## src/rtl/ps_branch_controller_if.sv

```systemverilog
// Bundle between the instruction register/ALU and the branch controller outputs
// that feed the program sequencer.
interface ps_branch_controller_if #(
    parameter int LC_WIDTH = 4
);
    logic [7:0]          ir;
    logic                alu_zero;
    logic                alu_zero_we;
    logic                sync_reset;
    logic                jmp;
    logic                jmp_nz;
    logic                dont_jmp;
    logic [3:0]          jmp_addr;
    logic                zero_flag;
    logic [LC_WIDTH-1:0] loop_count;

    modport master (
        output ir, alu_zero, alu_zero_we,
        input  sync_reset, jmp, jmp_nz, dont_jmp, jmp_addr, zero_flag, loop_count
    );

    modport slave (
        input  ir, alu_zero, alu_zero_we,
        output sync_reset, jmp, jmp_nz, dont_jmp, jmp_addr, zero_flag, loop_count
    );
endinterface

```

## src/rtl/ps_branch_controller.sv

```systemverilog
// Branch decode, zero flag, reset synchronizer, jump shadow tracking and loop counter.
// Optional macro ZERO_FLAG_BYPASS_EN forwards a same-cycle ALU zero write into JNZ.
//
// state     | meaning
// ST_RUN    | normal decode of ir
// ST_SHADOW | cycle after a JMP: ir annulled, held target driven on jmp_addr
module ps_branch_controller #(
    parameter int SYNC_STAGES = 2,
    parameter int LC_WIDTH    = 4
) (
    input  logic                  clk,
    input  logic                  reset_n,
    ps_branch_controller_if.slave bus
);
    typedef enum logic {ST_RUN, ST_SHADOW} state_t;

    localparam logic [3:0] OP_LDLC = 4'b1100;
    localparam logic [3:0] OP_DJNZ = 4'b1101;
    localparam logic [3:0] OP_JMP  = 4'b1110;
    localparam logic [3:0] OP_JNZ  = 4'b1111;

    state_t                state, state_nxt;
    logic [SYNC_STAGES-1:0] sync_ff;
    logic                  sync_reset;
    logic [3:0]            held, held_nxt;
    logic                  zero_flag, zero_flag_nxt;
    logic [LC_WIDTH-1:0]   loop_count, loop_count_nxt;
    logic                  jmp, jmp_nz, dont_jmp;
    logic [3:0]            jmp_addr;
    logic                  zf_for_jnz;

    assign sync_reset = ~sync_ff[SYNC_STAGES-1];

`ifdef ZERO_FLAG_BYPASS_EN
    assign zf_for_jnz = bus.alu_zero_we ? bus.alu_zero : zero_flag;
`else
    assign zf_for_jnz = zero_flag;
`endif

    always_ff @(posedge clk or negedge reset_n) begin
        if (!reset_n) begin
            sync_ff    <= '0;
            state      <= ST_RUN;
            held       <= 4'h0;
            zero_flag  <= 1'b0;
            loop_count <= '0;
        end else begin
            sync_ff    <= {sync_ff[SYNC_STAGES-2:0], 1'b1};
            state      <= state_nxt;
            held       <= held_nxt;
            zero_flag  <= zero_flag_nxt;
            loop_count <= loop_count_nxt;
        end
    end

    always_comb begin
        state_nxt      = ST_RUN;
        held_nxt       = held;
        zero_flag_nxt  = zero_flag;
        loop_count_nxt = loop_count;
        jmp            = 1'b0;
        jmp_nz         = 1'b0;
        dont_jmp       = 1'b0;
        jmp_addr       = 4'h0;
        if (!sync_reset) begin
            if (bus.alu_zero_we)
                zero_flag_nxt = bus.alu_zero;
            if (state == ST_SHADOW) begin
                jmp_addr = held;
            end else begin
                unique case (bus.ir[7:4])
                    OP_JMP: begin
                        jmp       = 1'b1;
                        jmp_addr  = bus.ir[3:0];
                        held_nxt  = bus.ir[3:0];
                        state_nxt = ST_SHADOW;
                    end
                    OP_JNZ: begin
                        jmp_nz   = 1'b1;
                        jmp_addr = bus.ir[3:0];
                        dont_jmp = zf_for_jnz;
                    end
                    OP_LDLC: begin
                        loop_count_nxt = LC_WIDTH'(bus.ir[3:0]);
                    end
                    OP_DJNZ: begin
                        jmp_nz   = 1'b1;
                        jmp_addr = bus.ir[3:0];
                        dont_jmp = (loop_count <= LC_WIDTH'(1));
                        // saturate so a DJNZ at zero just falls through
                        if (loop_count != '0)
                            loop_count_nxt = loop_count - LC_WIDTH'(1);
                    end
                    default: ;
                endcase
            end
        end
    end

    assign bus.sync_reset = sync_reset;
    assign bus.jmp        = jmp;
    assign bus.jmp_nz     = jmp_nz;
    assign bus.dont_jmp   = dont_jmp;
    assign bus.jmp_addr   = jmp_addr;
    assign bus.zero_flag  = zero_flag;
    assign bus.loop_count = loop_count;
endmodule

```

## src/flat_wrapper.sv

```systemverilog
// flat-port wrapper written by rule: the top's interface ports become plain ports
module ps_branch_controller_flat 
#(
    parameter int SYNC_STAGES = 2,
    parameter int LC_WIDTH    = 4
)
  (clk, reset_n, bus_ir, bus_alu_zero, bus_alu_zero_we, bus_sync_reset, bus_jmp, bus_jmp_nz, bus_dont_jmp, bus_jmp_addr, bus_zero_flag, bus_loop_count);
  ps_branch_controller_if #(.LC_WIDTH(LC_WIDTH)) bus_i ();
  input  logic clk;
  input  logic reset_n;
  input wire logic [$bits(bus_i.ir)-1:0] bus_ir;
  input wire logic [$bits(bus_i.alu_zero)-1:0] bus_alu_zero;
  input wire logic [$bits(bus_i.alu_zero_we)-1:0] bus_alu_zero_we;
  output wire logic [$bits(bus_i.sync_reset)-1:0] bus_sync_reset;
  output wire logic [$bits(bus_i.jmp)-1:0] bus_jmp;
  output wire logic [$bits(bus_i.jmp_nz)-1:0] bus_jmp_nz;
  output wire logic [$bits(bus_i.dont_jmp)-1:0] bus_dont_jmp;
  output wire logic [$bits(bus_i.jmp_addr)-1:0] bus_jmp_addr;
  output wire logic [$bits(bus_i.zero_flag)-1:0] bus_zero_flag;
  output wire logic [$bits(bus_i.loop_count)-1:0] bus_loop_count;
  assign bus_i.ir = bus_ir;
  assign bus_i.alu_zero = bus_alu_zero;
  assign bus_i.alu_zero_we = bus_alu_zero_we;
  assign bus_sync_reset = bus_i.sync_reset;
  assign bus_jmp = bus_i.jmp;
  assign bus_jmp_nz = bus_i.jmp_nz;
  assign bus_dont_jmp = bus_i.dont_jmp;
  assign bus_jmp_addr = bus_i.jmp_addr;
  assign bus_zero_flag = bus_i.zero_flag;
  assign bus_loop_count = bus_i.loop_count;
  ps_branch_controller #(.SYNC_STAGES(SYNC_STAGES), .LC_WIDTH(LC_WIDTH)) u_core (.clk(clk), .reset_n(reset_n), .bus(bus_i));
endmodule
```

## config.mk

```make
export PLATFORM = sky130hd
export DESIGN_NAME = ps_branch_controller_flat
export DESIGN_NICKNAME = d
export VERILOG_FILES = /design/src/rtl/ps_branch_controller_if.sv /design/src/rtl/ps_branch_controller.sv /design/src/flat_wrapper.sv
export SDC_FILE = /design/constraint.sdc
export NUM_CORES = 1
export LEC_CHECK = 0
export BUFFER_PORTS_ARGS = -buffer_cell sky130_fd_sc_hd__buf_2
export CORE_MARGIN = 3
export CORE_UTILIZATION = 50
export CTS_CLUSTER_DIAMETER = 60
export DETAILED_ROUTE_END_ITERATION = 12
export HOLD_SLACK_MARGIN = 0.1
export PLACE_DENSITY = 0.83
export SYNTH_ARGS = -nofsm -noshare
export SYNTH_HDL_FRONTEND = slang
export SYNTH_SLANG_ARGS = --single-unit
export TNS_END_PERCENT = 50
```

## constraint.sdc

```tcl
create_clock -name clk -period 4.52 [get_ports clk]
set_clock_uncertainty 0.2 [all_clocks]
set_input_delay 0.904 -clock clk [delete_from_list [all_inputs] [get_ports clk]]
set_output_delay 0.904 -clock clk [all_outputs]
set_load 0.03 [all_outputs]
```

==> impl_metrics.ini <==
[global_routing]
grt_pass1_wl_mm = 2.82
first_global_vias = 613
antenna_found_initial = 0
grt_max_degree = 13
grt_use_total_pct = 20.2
overflow = 0

[worst_hold_path]
hold_path.class = flop to flop
hold_start = u_core.sync_ff[0]

[place]
port-buffer-count = 24
routabilityCongestion = 0.844
hpwl_mm = 1.27

[setup_path]
cp.required_ns = 3.42
start_kind = input pin
arrival_ns = 1.85
slowest_delay_ns = 0.27
cp_max_fo = 7
end_kind = output pin
critPathKind = input pin to output pin
slowest_stage = nor3_2
crit_chain = buf_2 > nor2_1 > nor3_2 > a22oi_1 > nor2_1 > buf_2
r2r_start = u_core.bus.loop_count[0]
crit_start = bus_ir[4]

[die]
start_util_pct = 58.0
dieArea_um2 = 1880
die_h_um = 43.3
std_cell_rows = 12
num_io_pins = 25
die_x_um = 43.3
core_area_um2 = 1200

[timing]
setup_tns_ns = 0
finalSetupViolations = 0
hold_viol_final = 0
timing.final.crit_share_pct = 65.4
slew_viol_final = 0
timing.fmax_mhz = 338
final.min_clock_period_ns = 2.95
rsz0062_at_grt = false

[clocking]
tritoncts = done
cts_max_level = 1
cts.path.max_buffers = 2
cts_hold_buf = 0
insertion_delay_ns = 0.27
cts_inserted_buffers = 3
clk_pin_slew_ns = 0.08
cts_sinks = 12
ctsResizeCount = 0
cts_setup_buffers = 0
root_buffer = clkbuf_4

[route]
vias = 642
dr.pass1.iters = 4
wirelength_mm = 1.58
drt-wirelength-per-cell_um = 14.5
drc = 0
drt-initial-drc-count = 9
antenna_left = 0
viasPerCell = 5.89

[layout]
layout-drive-gt1-share_pct = 38.9
num_antenna_cells = 0
multiInputGateArea_um2 = 382
final_common_cell = buf_2
fillers = 92
syn2layout_area_growth_pct = 25.0
mostFrequentLayoutCells = buf_2, dfrtp_1, nor2_1
final_net_count = 110
fin_util_pct = 72.5
ff_latch_area_um2 = 300

[synthesis]
yosys.cell_types.count = 28
synth.avg_cell_area_um2 = 10.4
synth-seq-area-share_pct = 43.1
synth_cells = 67
yosysWarnings = 0
ys_seq_elements = 12
syn_nets = 81
synth_area_um2 = 697

[pwr]
p_leak_nw = 0.428
ir_drop_mv = 0.256
p_per_area_nw_per_um2 = 375

[status]
status = completed

[flow_run]
cap_violations = 0
## layer usage
metal / global-route usage (%) / vias up / share of wire, %
li1: - / 306 / -
met1: 26.6 / 312 / 44
met5: 0 / - / 0
met4: 7.23 / 0 / 0.51
met2: 32.7 / 22 / 49
met3: 4.15 / 2 / 6.8
## flip-flops by register name, summed over array words and instances (netlist names)
signal / flops
u_core.state: 1
u_core.bus.loop_count: 4
u_core.held: 4
u_core.bus.zero_flag: 1
u_core.sync_ff: 2
## logic make-up after synthesis
kind of cell    synth area share [%]
compound gates                  19.7
fa+ha+maj                       3.59
buf+inv                         2.15
flops                           43.1
mux                             8.08
other cells                    0.538
simple gates                    22.8
## where the power goes
| group | switching (mW) | internal (mW) |
|---|---|---|
| logic | 0.0638 | 0.0356 |
| registers | 0.0166 | 0.127 |
| clock network | 0.0348 | 0.0489 |
## worst max-delay path, delay by kind of cell
family | cells | cell delay [ns]
and+or+nand+nor | 3 | 0.45
buffers and inverters | 2 | 0.38
AOI/OAI and AO/OA | 1 | 0.11
## layout make-up
class                           count  area share, %
Sequential cell                    12           34.5
Timing Repair Buffer               24           13.8
Tap cell                           14           2.01
Inverter                            4           1.72
Clock buffer                        4           4.17
Multi-Input combinational cell     51           43.8
## final timing paths
check	end	slack (ns)	depth (start not counted)
setup / recovery	bus_jmp_addr[2]	1.57	6
hold / removal	u_core.sync_ff[1]	0.17	0
setup reg to reg	u_core.bus.loop_count[0]	2.77	5
hold reg to reg	u_core.sync_ff[1]	0.17	0
max in group asynchronous	u_core.bus.loop_count[2]	3.59	1
min in group asynchronous	u_core.held[3]	0.30	1
## Yosys cell counts (all sizes together)
cell | n | area share, %
a21oi | 5 | 3.6
a22oi | 4 | 4.3
a311oi | 1 | 3.8
a31oi | 1 | 0.90
a32o | 1 | 1.4
and2 | 2 | 1.8
and3 | 1 | 1.1
and4b | 1 | 1.4
conb | 1 | 0.54
dfrtp | 12 | 43
ha | 2 | 3.6
inv | 4 | 2.2
mux2 | 5 | 8.1
nand2 | 3 | 1.6
nand2b | 2 | 1.8
nand3 | 2 | 1.4
nand4b | 1 | 3.4
nor2 | 7 | 3.8
nor3 | 4 | 5.2
o211ai | 1 | 1.1
o21ai | 5 | 3.6
o21bai | 1 | 1.1
or2b | 1 | 1.3
## through the flow
stage                     power (mW)  hold slack [ns]  worst slack (ns)  std cells  instance area (um^2)
after floorplan                0.210            0.131              1.61         67                   697
after detailed placement       0.245            0.156              1.56        105                   835
after CTS                      0.330            0.174              1.56        109                   871
after global routing           0.347            0.187              1.46        109                   871
after global placement         0.241            0.134              1.60        105                   835
final                          0.327            0.172              1.57        109                   871
Note: power is estimated with default switching activity, not from simulation.
